--- config.mk ---
export PLATFORM = sky130hd
export DESIGN_NAME = fifo_memory_responder
export DESIGN_NICKNAME = d
export VERILOG_FILES = /design/src/rtl/fifo_memory_responder_pkg.sv /design/src/rtl/fifo_memory_responder_read_pipeline.sv /design/src/rtl/fifo_memory_responder.sv
export SDC_FILE = /design/constraint.sdc
export NUM_CORES = 1
export LEC_CHECK = 0
export ABC_AREA = 0
export CORE_MARGIN = 3
export CORE_UTILIZATION = 45
export DETAILED_ROUTE_END_ITERATION = 6
export PLACE_DENSITY = 0.68
export SLEW_MARGIN = 20
export SYNTH_ARGS = -nofsm -noshare
export SYNTH_HDL_FRONTEND = slang
export SYNTH_SLANG_ARGS = --single-unit
--- constraint.sdc ---
create_clock -name clock -period 7.93 [get_ports clock]
set_clock_uncertainty 0.1 [all_clocks]
set_input_delay 1.586 -clock clock [delete_from_list [all_inputs] [get_ports clock]]
set_output_delay 1.586 -clock clock [all_outputs]
set_load 0.02 [all_outputs]
--- src/rtl/fifo_memory_responder_pkg.sv ---
// rtl/fifo_memory_responder_pkg.sv - shared parity helper, latency range check and error-event indices
package fifo_memory_responder_pkg;

    localparam int MAX_WIDTH         = 64;
    localparam int MIN_READ_LATENCY  = 1;
    localparam int MAX_READ_LATENCY  = 4;
    localparam int NUM_ERROR_EVENTS  = 4;

    typedef enum logic [1:0] {
        EVENT_PARITY        = 2'd0,
        EVENT_UNINITIALISED = 2'd1,
        EVENT_WRITE_ADDRESS = 2'd2,
        EVENT_READ_ADDRESS  = 2'd3
    } error_event_e;

    // Callers zero-extend their word to MAX_WIDTH; extra zeros leave even parity unchanged.
    function automatic logic even_parity(input logic [MAX_WIDTH-1:0] word);
        return ^word;
    endfunction

    function automatic int checked_read_latency(input int latency);
        if (latency < MIN_READ_LATENCY) return MIN_READ_LATENCY;
        if (latency > MAX_READ_LATENCY) return MAX_READ_LATENCY;
        return latency;
    endfunction

endpackage

--- src/rtl/fifo_memory_responder_read_pipeline.sv ---
// rtl/fifo_memory_responder_read_pipeline.sv - register chain carrying read data, parity, flags and valid
module fifo_memory_responder_read_pipeline #(
    parameter int WIDTH  = 8,
    parameter int STAGES = 1
) (
    input  logic             clock,
    input  logic             resetn,
    input  logic             in_valid,
    input  logic [WIDTH-1:0] in_data,
    input  logic             in_parity,
    input  logic             in_written,
    input  logic             in_in_range,
    output logic             out_valid,
    output logic [WIDTH-1:0] out_data,
    output logic             out_parity,
    output logic             out_written,
    output logic             out_in_range
);

    logic [WIDTH-1:0]  data_q [STAGES];
    logic [STAGES-1:0] valid_q;
    logic [STAGES-1:0] parity_q;
    logic [STAGES-1:0] written_q;
    logic [STAGES-1:0] in_range_q;

    // Payload only advances with a valid, so the last stage holds its word between reads.
    always_ff @(posedge clock or negedge resetn) begin
        if (!resetn) begin
            valid_q    <= '0;
            parity_q   <= '0;
            written_q  <= '0;
            in_range_q <= '0;
            for (int i = 0; i < STAGES; i++) begin
                data_q[i] <= '0;
            end
        end else begin
            valid_q[0] <= in_valid;
            if (in_valid) begin
                data_q[0]     <= in_data;
                parity_q[0]   <= in_parity;
                written_q[0]  <= in_written;
                in_range_q[0] <= in_in_range;
            end
            for (int i = 1; i < STAGES; i++) begin
                valid_q[i] <= valid_q[i-1];
                if (valid_q[i-1]) begin
                    data_q[i]     <= data_q[i-1];
                    parity_q[i]   <= parity_q[i-1];
                    written_q[i]  <= written_q[i-1];
                    in_range_q[i] <= in_range_q[i-1];
                end
            end
        end
    end

    assign out_valid    = valid_q[STAGES-1];
    assign out_data     = data_q[STAGES-1];
    assign out_parity   = parity_q[STAGES-1];
    assign out_written  = written_q[STAGES-1];
    assign out_in_range = in_range_q[STAGES-1];

endmodule

--- src/rtl/fifo_memory_responder.sv ---
// rtl/fifo_memory_responder.sv - checked simple-dual-port memory with parity, written flags and error counter
module fifo_memory_responder
    import fifo_memory_responder_pkg::*;
#(
    parameter int WIDTH             = 8,
    parameter int DEPTH             = 4,
    parameter int DEPTH_LOG2        = $clog2(DEPTH),
    parameter int READ_LATENCY      = 1,
    parameter bit WRITE_FIRST       = 1'b1,
    parameter int ERROR_COUNT_WIDTH = 8
) (
    input  logic                         clock,
    input  logic                         resetn,
    input  logic                         memory_write_enable,
    input  logic [DEPTH_LOG2-1:0]        memory_write_address,
    input  logic [WIDTH-1:0]             memory_write_data,
    input  logic                         inject_parity_error,
    input  logic                         memory_read_enable,
    input  logic [DEPTH_LOG2-1:0]        memory_read_address,
    output logic [WIDTH-1:0]             memory_read_data,
    output logic                         memory_read_valid,
    output logic                         parity_error,
    output logic                         uninitialised_read,
    output logic                         address_error,
    output logic [ERROR_COUNT_WIDTH-1:0] error_count
);

    localparam int LATENCY  = checked_read_latency(READ_LATENCY);
    localparam int SUM_BITS = ERROR_COUNT_WIDTH + 1;

    logic [WIDTH:0]   storage [DEPTH];
    logic [DEPTH-1:0] written_flags;

    logic             write_in_range;
    logic             read_in_range;
    logic             write_accept;
    logic             write_parity;
    logic             collision;
    logic [WIDTH-1:0] s0_data;
    logic             s0_parity;
    logic             s0_written;

    logic             out_valid;
    logic [WIDTH-1:0] out_data;
    logic             out_parity;
    logic             out_written;
    logic             out_in_range;

    logic [1:0]                  address_error_q;
    logic [NUM_ERROR_EVENTS-1:0] events;
    logic [2:0]                  event_total;
    logic [SUM_BITS-1:0]         count_sum;

    assign write_in_range = int'(memory_write_address) < DEPTH;
    assign read_in_range  = int'(memory_read_address) < DEPTH;
    assign write_accept   = memory_write_enable && write_in_range;
    assign write_parity   = even_parity(MAX_WIDTH'(memory_write_data)) ^ inject_parity_error;
    assign collision      = write_accept && memory_read_enable
                            && (memory_write_address == memory_read_address);

    always_ff @(posedge clock) begin
        if (write_accept) begin
            storage[memory_write_address] <= {write_parity, memory_write_data};
        end
    end

    always_ff @(posedge clock or negedge resetn) begin
        if (!resetn) begin
            written_flags <= '0;
        end else if (write_accept) begin
            written_flags[memory_write_address] <= 1'b1;
        end
    end

    // Unwritten and out-of-range entries read as zero with zero parity, so they never flag parity.
    always_comb begin
        s0_data    = '0;
        s0_parity  = 1'b0;
        s0_written = 1'b0;
        if (read_in_range) begin
            if (collision && WRITE_FIRST) begin
                s0_data    = memory_write_data;
                s0_parity  = write_parity;
                s0_written = 1'b1;
            end else if (written_flags[memory_read_address]) begin
                {s0_parity, s0_data} = storage[memory_read_address];
                s0_written = 1'b1;
            end
        end
    end

    fifo_memory_responder_read_pipeline #(
        .WIDTH  (WIDTH),
        .STAGES (LATENCY)
    ) u_read_pipeline (
        .clock        (clock),
        .resetn       (resetn),
        .in_valid     (memory_read_enable),
        .in_data      (s0_data),
        .in_parity    (s0_parity),
        .in_written   (s0_written),
        .in_in_range  (read_in_range),
        .out_valid    (out_valid),
        .out_data     (out_data),
        .out_parity   (out_parity),
        .out_written  (out_written),
        .out_in_range (out_in_range)
    );

    always_ff @(posedge clock or negedge resetn) begin
        if (!resetn) begin
            address_error_q <= '0;
        end else begin
            address_error_q <= {memory_read_enable && !read_in_range,
                                memory_write_enable && !write_in_range};
        end
    end

    assign memory_read_valid  = out_valid;
    assign memory_read_data   = out_data;
    assign parity_error       = out_valid && out_in_range && out_written
                                && (even_parity(MAX_WIDTH'(out_data)) != out_parity);
    assign uninitialised_read = out_valid && out_in_range && !out_written;
    assign address_error      = |address_error_q;

    always_comb begin
        events = '0;
        events[EVENT_PARITY]        = parity_error;
        events[EVENT_UNINITIALISED] = uninitialised_read;
        events[EVENT_WRITE_ADDRESS] = address_error_q[0];
        events[EVENT_READ_ADDRESS]  = address_error_q[1];
    end

    assign event_total = 3'($countones(events));
    assign count_sum   = {1'b0, error_count} + SUM_BITS'(event_total);

    always_ff @(posedge clock or negedge resetn) begin
        if (!resetn) begin
            error_count <= '0;
        end else if (count_sum[SUM_BITS-1]) begin
            error_count <= '1;
        end else begin
            error_count <= count_sum[ERROR_COUNT_WIDTH-1:0];
        end
    end

endmodule
# Word-level counts from Yosys, hierarchy flattened

Memory sizes are Yosys's and may differ from the RTL's.
Index checks and enable logic that the tools add are counted.

Flip-flop bits (word level): 24
RAM bits: 36
Input port bits: 17
Logic and storage cells: 40
Memories: 1

Add/sub/neg operators: 2
$lt $le $gt $ge: 3
Equal/unequal tests: 2
Muxes and demuxes: 13
Bitwise logic cells: 2
Reductions and logical operators: 10

Memory list:

| memory  | words | bits a word | rd ports | clocked after Yosys merged registers in | wr ports | line                        | source |
|---|---|---|---|---|---|---|---|
| storage | 4     | 9           | 1        | 0                                       | 1        | fifo_memory_responder.sv:31 | `logic [WIDTH:0] storage [DEPTH];` |

Operators by type and width:

| kind                 | count |
|---|---|
| $reduce_xor A64 Y1   | 2 |
| $mux W8              | 3 |
| $add A8 B2 Y9        | 1 |
| $mux W1              | 8 |
| $logic_and A1 B1 Y1  | 7 |
| $lt A2 B3 Y1 const B | 2 |
| $or A4 B4 Y4         | 1 |
| $add A1 B1 Y2        | 1 |
| $bmux W1 S2          | 1 |
| $demux W1 S2         | 1 |
| $eq A2 B2 Y1         | 1 |
| $ge A2 B1 Y1 const B | 1 |
| $logic_not A1 Y1     | 1 |
| $ne A1 B1 Y1         | 1 |
| $xor A1 B1 Y1        | 1 |

# Depth between registers and ports, before layout

Word-level depth: 6
Gate-level depth with buffers: 9

# Cells and area by module

From an unflattened synthesis, not the netlist that was laid out.

Cell total of the unflattened synthesis: 159
Area, all modules: 2,688.8 µm²

By module, submodules not included:

| module                              | instances | cells an instance | area each (µm²) |
|---|---|---|---|
| fifo_memory_responder               | 1         | 135               | 2,215.9 |
| fifo_memory_responder_read_pipeline | 1         | 24                | 473.0 |

# Worst setup path after synthesis

Ideal clock, no wire load.

Path type: register to output
Start point: register u_read_pipeline.data_q, in the netlist u_read_pipeline.out_data[2]
End point: output port parity_error
Arrival time: 1,850 ps
Data required time: 6,244 ps
Slack: 4,394 ps
Cell stages (with the launch flop): 5
Buffers on the path: 0
Cells stage by stage: dfrtp_1 > xor2_1 > xnor3_1 > xnor2_1 > nor3b_1

Cells in the longest elaborated chain, start to end: 3

Ends and longest elaborated chain:

| what                              | line                                      | source |
|---|---|---|
| from (decl)                       | fifo_memory_responder_read_pipeline.sv:20 | `logic [WIDTH-1:0] data_q [STAGES];` |
| from (signal, indexed assignment) | fifo_memory_responder_read_pipeline.sv:47 | `data_q[i] <= data_q[i-1];` |
| $reduce_xor A64 Y1                | fifo_memory_responder_pkg.sv:18           | `return ^word;` |
| $ne A1 B1 Y1                      | fifo_memory_responder.sv:122              | `&& (even_parity(MAX_WIDTH'(out_data)) != out_parity);` |
| $logic_and A1 B1 Y1               | fifo_memory_responder.sv:122              |  |
| to (decl)                         | fifo_memory_responder.sv:22               | `output logic parity_error,` |

Every way passes these cells.

# Worst setup path after layout

Start point: register u_read_pipeline.data_q, in the netlist u_read_pipeline.out_data[5]
End point: output port parity_error

The elaborated chain is that of the path after synthesis.

==> out/results.ini <==
[power]
leakage_nw = 1.17
p_per_area_nw_per_um2 = 278
finalPower_mw = 0.889
ir_drop_mv = 0.158

[detailed_routing]
vias_per_cell = 5.43
wl_um = 5150
via_count = 1505
antenna_left = 0
wl_per_cell_um = 18.6
route.detailed.drc = 0
first_iter_violations = 92
drt_first_pass_iters = 5

[layout]
layout_common_cells = 36 x edfxtp_1, 34 x clkdlybuf4s50_1, 24 x dfrtp_1
drive_gt1_share_pct = 18.8
final_common_cell = edfxtp_1
n_antenna_cell = 0
areaGrowthSynthToFinish_pct = 23.8
fin_cells = 277
nets = 220

[clock_network]
clkSinkCount = 60
ctsHtreeMaxLevel = 3
hold_buffers = 0
tritoncts = done
clkLatencyLatePin_ps = 340
numCtsBuffers = 9
cts_resized = 0
clock_path_buffers = 2
clk_pin_slew_ps = 60
root_buffer = clkbuf_8
cts_setup_buffers = 0

[worst_setup_path]
cp_data_arrival_time_ps = 2550
crit_family = XOR/XNOR gates
worst_setup_path_start_kind = flip-flop
path_max_fanout = 3
critical-path-slowest-cell = clkdlybuf4s50_1
crit_buf_inv = 1
worstPathCellList = xor2_1 -> xnor3_1 -> xnor2_1 -> nor3b_1 -> clkdlybuf4s50_1
critPathKind = flip-flop to output pin
slowest_delay_ps = 680
crit_required_ps = 6240
critPathCaptureType = output pin

[yosys]
async_flop_share_pct = 40.0
synth-simple-area-share_pct = 9.40
synth_edf_count = 36
yosys.area.top_type = edfxtp_1
netlist_area_um2 = 2580
synth_top_family_by_area = simple AND/OR/NAND/NOR gates
yosysWarnings = 0
syn_nets = 179
synthFlopType = edfxtp_1
synth.avg_cell_area_um2 = 16.0
synth_compound_area_share_pct = 6.54
synthMuxAreaShare_pct = 9.02
ys_ff_latch = 60
synthCells = 161
synth_top_area_share_pct = 41.9
synth_cell_types = 34
ys_seq_area_share_pct = 65.1
synth_area_leaders = edfxtp_1 42%, dfrtp_1 23%, mux4_2 7.0%
synth_fa_ha_area_share_pct = 0.776
synthXorXnorAreaFrac_pct = 7.46

[global_routing]
first_global_vias = 1582
track_usage_pct = 17.5
antenna_found_initial = 0
grt_overflow = 0
grt_start_max_net_pins = 25
grt_pass1_wl_um = 8090

[place]
hpwl_um = 3430
placed_cells = 261
io_buffers = 35
place_congestion = 0.756

[sta]
fin_crit_sh_pct = 53.4
tightest_slew_ps = 1010
setup_viol = 0
slew_headroom_pct = 32.2
tns_ps = 0
fmax_ghz = 0.236
worst_hold_slack_ps = 377
final-hold-violation-count = 0
rsz0062_at_grt = false
final_max_slew_viol_count = 0
period_needed_ps = 4240

[floorplanning]
die_height_um = 81.7
fp.coreArea_um2 = 5340
die_w_um = 81.7
rows = 26
die-area_um2 = 6680
initial_core_util_pct = 48.4
io_pins = 37

[min_path]
hold_class = flip-flop to flip-flop

[job]
maxCapViolations = 0

[status]
outcome = completed

-- metal layers --
| metal | global-route usage, % | vias up | share of wire (%) |
|---|---|---|---|
| li1 | - | 683 | - |
| met2 | 27.4 | 56 | 47 |
| met1 | 21.8 | 751 | 44 |
| met5 | 0 | - | 0 |
| met4 | 8.80 | 0 | 2.3 |
| met3 | 5.81 | 15 | 6.3 |
-- cell usage after synthesis (3+ instances only) --
library cell,n
o21ai_0,3
dfrtp_1,24
edfxtp_1,36
a221oi_2,7
nand2_1,7
or2_2,5
nor2_1,23
xnor2_1,11
mux4_2,8
a21oi_1,3
xor2_1,4
-- report_power, final --
part           internal, mW  switching, mW  leakage [nW]
clock                 0.172          0.115         0.105
sequential            0.369         0.0255         0.598
combinational         0.105          0.102         0.471
total                 0.647          0.242          1.17
-- flip-flops by register name, indices dropped and copies added (netlist names) --
name and flops:
u_read_pipeline.out_valid 1, written_flags 4, u_read_pipeline.out_data 8, storage 36, u_read_pipeline.out_in_range 1, u_read_pipeline.out_parity 1
error_count 8, u_read_pipeline.out_written 1
-- area by class of cell --
class	count	area [um2]
repair buffers	35	345
inverters	1	3.75
multi-input cells	95	866
clock inverters	3	42.5
well taps	70	87.6
fillers	417	2140
clock buffers	13	170
flip-flops and latches	60	1680
-- path summary, 6_finish.rpt --
path	start	end	slack, ps	cells after the start
setup / recovery	u_read_pipeline.out_data[5]$_DFFE_PN0P_	parity_error	3690	5
hold / removal	written_flags[2]$_DFFE_PN0P_	written_flags[2]$_DFFE_PN0P_	380	1
setup reg to reg	u_read_pipeline.out_data[5]$_DFFE_PN0P_	error_count[4]$_DFF_PN0_	5020	9
hold reg to reg	written_flags[2]$_DFFE_PN0P_	written_flags[2]$_DFFE_PN0P_	380	1
max in group asynchronous	resetn	u_read_pipeline.out_data[5]$_DFFE_PN0P_	6230	1
min in group asynchronous	resetn	error_count[4]$_DFF_PN0_	1130	1
-- per-stage QoR --
stage          worst slack [ps]  area, um2  utilization, %
2_1_floorplan              4390       2580               -
3_3_place_gp               3780       2990            56.0
3_5_place_dp               3660       2990            56.0
4_1_cts                    3660       3200            60.0
5_1_grt                    3530       3200            59.9
6_report                   3690       3200            59.9
-- logic make-up (layout without fill, tap and decap cells) --
group / Yosys count / in the layout
flops: 60 / 60
xor+xnor: 18 / 18
other cells: 1 / 1
buf+inv: 6 / 52
compound gates: 16 / 16
simple gates: 49 / 49
fa+ha+maj: 1 / 1
mux: 10 / 10
No activity file was read; power rests on OpenSTA's default activity.
==> patch 1, RTL diff (same settings) <==
`WIDTH` is set to 8 in 2 places; all go to 7.
--- a/src/rtl/fifo_memory_responder_read_pipeline.sv
+++ b/src/rtl/fifo_memory_responder_read_pipeline.sv
@@ -1,6 +1,6 @@
 // rtl/fifo_memory_responder_read_pipeline.sv - register chain carrying read data, parity, flags and valid
 module fifo_memory_responder_read_pipeline #(
-    parameter int WIDTH  = 8,
+    parameter int WIDTH  = 7,
     parameter int STAGES = 1
 ) (
     input  logic             clock,
--- a/src/rtl/fifo_memory_responder.sv
+++ b/src/rtl/fifo_memory_responder.sv
@@ -2,7 +2,7 @@
 module fifo_memory_responder
     import fifo_memory_responder_pkg::*;
 #(
-    parameter int WIDTH             = 8,
+    parameter int WIDTH             = 7,
     parameter int DEPTH             = 4,
     parameter int DEPTH_LOG2        = $clog2(DEPTH),
     parameter int READ_LATENCY      = 1,
Ports: changed (resized memory_read_data and memory_write_data); port bits go from 37 to 35. No check against the original RTL was run, so the function may have changed too.
==> patch 1 against the original RTL <==
Area after synthesis decreased by 8.9%. Synthesized cell count shrank 4.3%. Design area shrank 12%. Total power decreased by 21%. Worst setup slack improved by 480 ps. Sequential cell count decreased by 5. Critical path depth did not move. Routed wire length fell by 17%. Critical endpoint unchanged. Highest routed layer unchanged.
==> patch 1: results (changes against the original RTL) <==
slowest CP cell clkdlybuf4s50_1; number of flops mapped to enable cells by yosys 32 (-11%); syn avg cell area 15.3 µm² (-4.8%); final non-filler cell total 258 (-6.9%); worst-skew pair later-pin latency 310 ps (-30 ps); IO buf count 33 (-5.7%); DR iter-0 viols 88 (-4.3%); final wirelength 4.26 mm (-17%); clk root buf clkbuf_8; initial antenna violation count 0 (unchanged); fillers 400 (-4.1%); Worst-path clk slew 100 ps (+40 ps); Post-synth top cells edfxtp_1, dfrtp_1, xnor2_1; crit path DAT 2070 ps (-480 ps); Netlist cell types 32 (-5.9%); Yosys warnings 0 (unchanged); vias in the first global route 1,387 (-12%); Clock Path Buffers 2 (unchanged); detailed placer's ending HPWL 3.07 mm (-10%); Ant. Diodes 0 (unchanged); CTS Buf Count 5 (-4); Hold Crit Class flip-flop to flip-flop; 1st-pass router iterations 4 (-1); first-pass GRT wire length 7.13 mm (-12%); largest net degree at the start of global routing 24 (-4.0%); Post-CTS Setup Repair Bufs 0 (unchanged); crit path max fanout 3 (unchanged); max FFs per register 32 (-11%); sequential area share after synthesis 0.654 (+0.00206); VDD IR max 0.000134 V (-15%); Biggest register storage; GP Congestion 0.726 (-3.9%); Layout Nets 207 (-5.9%); gr usage total 0.154 (-0.0209); global route overflow 0 (unchanged); Leakage 1.05 nW (-10%); Slew HR 0.448 (+0.125); Final Max Tran Viols 0 (unchanged); Area contributors post-synth edfxtp_1, dfrtp_1, mux4_1; htree depth 2 (-1); Sw Share 0.292 (+0.0202); Post-synth ARST share 0.418 (+0.0182); Post-synth top flop edfxtp_1; Vias/cell 5.28 (-2.9%); share of cells above drive strength 1 0.0995 (-0.0889); max incr delay on CP 590 ps (-90 ps); Resized cells post-CTS 0 (unchanged); status completed; Hold Fails Final Rpt 0 (unchanged); Syn Nets 171 (-4.5%); placed cells 250 (-4.2%)
patch 1: logic make-up (layout without fill, tap and decap cells):
family | after synthesis | in the layout | synth area share
compound gates | 23 | 23 | 0.0639
xor+xnor | 18 | 18 | 0.0671
fa+ha+maj | 1 | 1 | 0.00852
buf+inv | 7 | 44 | 0.0165
flops | 55 | 55 | 0.654
mux | 9 | 9 | 0.0990
other cells | 1 | 1 | 0.00160
simple gates | 40 | 40 | 0.0899
patch 1: power by group through the flow:
stage               clock network, mW  logic, mW  registers [mW]
floorplan                           0     0.0883           0.390
global placement                    0      0.191           0.364
detailed placement                  0      0.194           0.367
CTS                             0.155      0.195           0.361
global route                    0.169      0.209           0.366
finish                          0.149      0.192           0.360
patch 1: final timing paths:
check,start,to,slack (ps),cells after the start
worst max-delay path,u_read_pipeline.out_data[1],parity_error,4170,5
worst min-delay path,written_flags[1],written_flags[1],380,1
worst max register to register,u_read_pipeline.out_data[1],error_count[5],5220,9
worst min register to register,written_flags[1],written_flags[1],380,1
max in group asynchronous,resetn,written_flags[2],6270,1
min in group asynchronous,resetn,u_read_pipeline.out_data[3],1120,1
patch 1: cell type report:
| class | count | area, µm² | share of cell area |
|---|---|---|---|
| repair buffers | 34 | 333 | 0.118 |
| clock inverters | 3 | 20.0 | 0.00709 |
| clock buffers | 5 | 68.8 | 0.0244 |
| flip-flops and latches | 55 | 1540 | 0.544 |
| well taps | 67 | 83.8 | 0.0297 |
| multi-input cells | 92 | 776 | 0.275 |
| inverters | 2 | 7.51 | 0.00266 |
patch 1: per-stage QoR:
| step | area [µm²] | setup slack (ps) |
|---|---|---|
| global route | 2830 | 4050 |
| floorplan | 2350 | 4910 |
| global placement | 2740 | 4080 |
| finish | 2830 | 4170 |
| detailed placement | 2740 | 4030 |
| CTS | 2830 | 4130 |
patch 1: layer usage:
layer	global-route usage	part of all wire	vias up
li1	-	-	648
met1	0.215	0.47	669
met2	0.239	0.47	36
met3	0.0378	0.041	8
met4	0.0507	0.018	0
met5	0	0	-
patch 1: critical path: cells and delay by family, from the launching register on:
family,cells,cell delay [ps]
buf+inv,1,590
xor+xnor,3,550
flops,1,420
simple gates,1,210
==> patch 2, RTL diff (config.mk and constraints unchanged) <==
Without the edit above. Register the outputs `memory_read_data`, `memory_read_valid` and `address_error`, cleared by the reset; this adds one clock of latency there. The other outputs are not delayed to match.
--- a/src/rtl/fifo_memory_responder.sv
+++ b/src/rtl/fifo_memory_responder.sv
@@ -116,12 +116,20 @@
         end
     end
 
-    assign memory_read_valid  = out_valid;
-    assign memory_read_data   = out_data;
     assign parity_error       = out_valid && out_in_range && out_written
                                 && (even_parity(MAX_WIDTH'(out_data)) != out_parity);
     assign uninitialised_read = out_valid && out_in_range && !out_written;
-    assign address_error      = |address_error_q;
+    always_ff @(posedge clock or negedge resetn) begin
+        if (!resetn) begin
+            memory_read_data  <= '0;
+            memory_read_valid <= '0;
+            address_error     <= '0;
+        end else begin
+            memory_read_data  <= out_data;
+            memory_read_valid <= out_valid;
+            address_error     <= |address_error_q;
+        end
+    end
 
     always_comb begin
         events = '0;
Behaviour: not the same (a bounded check fails within 4 cycles, from zero or initial values and one cycle with resetn low).
==> patch 2 against the original RTL <==
Sequential cell count increased by 9. Routed wire length fell by 5.9%. First-iteration DRC count fell by 25%. Total power is 3.8% higher. Design area up 6.6%. Count of clock-buffer cells in the layout is 3 lower. Maximum frequency up 0.70%. Worst setup slack improved by 30 ps. Area after synthesis increased by 8.7%. Non-clock buffer count grew 2.
==> patch 2: results (changes against the original RTL) <==
Leakage 1.27 nW (+8.1%); syn avg cell area 16.5 µm² (+2.9%); 1st-pass router iterations 4 (-1); status completed; GP Congestion 0.711 (-5.9%); FF/Latch Area 1910 µm² (+13%); Area contributors post-synth edfxtp_1, dfrtp_1, mux4_2; drt wl/cell 16.5 µm (-11%); met2 WL post-DR 2.32 mm (-4.6%); gr usage total 0.153 (-0.0216); first-pass GRT wire length 8.20 mm (+1.4%); clk cell area share 0.0532 (-0.0133); Ant. Diodes 0 (unchanged); FFs & Latches 69 (+15%); DR iter-0 viols 69 (-25%); final non-filler cell total 293 (+5.8%); Syn Nets 188 (+5.0%); Post-synth top cells edfxtp_1, dfrtp_1, nor2_1; vias in the first global route 1,648 (+4.2%); Vias/cell 5.27 (-2.9%); placed cells 277 (+6.1%); largest net degree at the start of global routing 34 (+36%); number of clock buffers in the layout 10 (-3); Clock Path Buffers 2 (unchanged); sequential area share after synthesis 0.680 (+0.0283); buffer share of cell area 0.107 (-0.000789); Netlist cell types 35 (+2.9%); detailed placer's ending HPWL 3.46 mm (+0.81%); fillers 452 (+8.4%); Worst Setup SP u_read_pipeline.out_data[2]; Hold Buf Count CTS 0 (unchanged); Hold Path Depth 0 (-1); worst-skew pair later-pin latency 340 ps (about the same); Post-synth ARST share 0.478 (+0.0783); DP Area 3230 µm² (+7.9%); met3 wire len 287 µm (-11%); Signal buffers 37 (+5.7%); crit path DAT 2520 ps (-30 ps); DRT met1 WL 2.10 mm (-7.5%); Layout Nets 231 (+5.0%); VDD IR max 0.000162 V (+2.8%); R2R Path End error_count[3]; Hold Crit Class flip-flop to flip-flop; Slew HR 0.385 (+0.0626); share of cells above drive strength 1 0.161 (-0.0279)
## patch 2: changes by cell type in the layout (fill, tap and decap cells not counted), moves of 2 or more
cell      unedited run  this run
nand4_1              2         0
or2_1                0         5
dfrtp_1             24        33
buf_4                0         2
or2_2                5         0
o21ai_1              0         3
clkinv_1             1         3
o21ai_0              3         0
## patch 2: power by group
part | switching [mW] | leakage [nW] | internal [mW]
clock network | 0.121 | 0.0888 | 0.141
logic | 0.105 | 0.479 | 0.108
registers | 0.0253 | 0.701 | 0.422
total | 0.251 | 1.27 | 0.672
## patch 2: metal layers
metal / vias to the layer above / GRT usage
li1: 714 / -
met1: 773 / 0.193
met2: 46 / 0.235
met3: 12 / 0.0515
met4: 0 / 0.0835
met5: - / 0
## patch 2: per-stage QoR
step	util	setup WS (ps)
finish	0.569	3720
global route	0.569	3540
CTS	0.569	3680
detailed placement	0.538	3700
global placement	0.538	3880
floorplan	-	4500
## patch 2: how the worst min path moves through the flow
stage | start | to | slack (ps)
2_1_floorplan | u_read_pipeline.out_valid | memory_read_valid | 250
3_3_place_gp | u_read_pipeline.out_valid | memory_read_valid | 260
3_5_place_dp | u_read_pipeline.out_valid | memory_read_valid | 260
4_1_cts | u_read_pipeline.out_valid | memory_read_valid | 280
5_1_grt | u_read_pipeline.out_valid | memory_read_valid | 300
6_report | u_read_pipeline.out_valid | memory_read_valid | 280
## patch 2: logic make-up (layout without fill, tap and decap cells)
logic type / Yosys count / after routing / synth area share
AO/OA/AOI/OAI: 18 / 18 / 0.0647
XOR/XNOR: 18 / 18 / 0.0687
adder cells (fa/ha/maj): 1 / 1 / 0.00714
buffers and inverters: 6 / 54 / 0.0152
flip-flops: 69 / 69 / 0.680
multiplexers: 10 / 10 / 0.0816
other: 1 / 1 / 0.00134
AND/OR/NAND/NOR: 47 / 47 / 0.0816
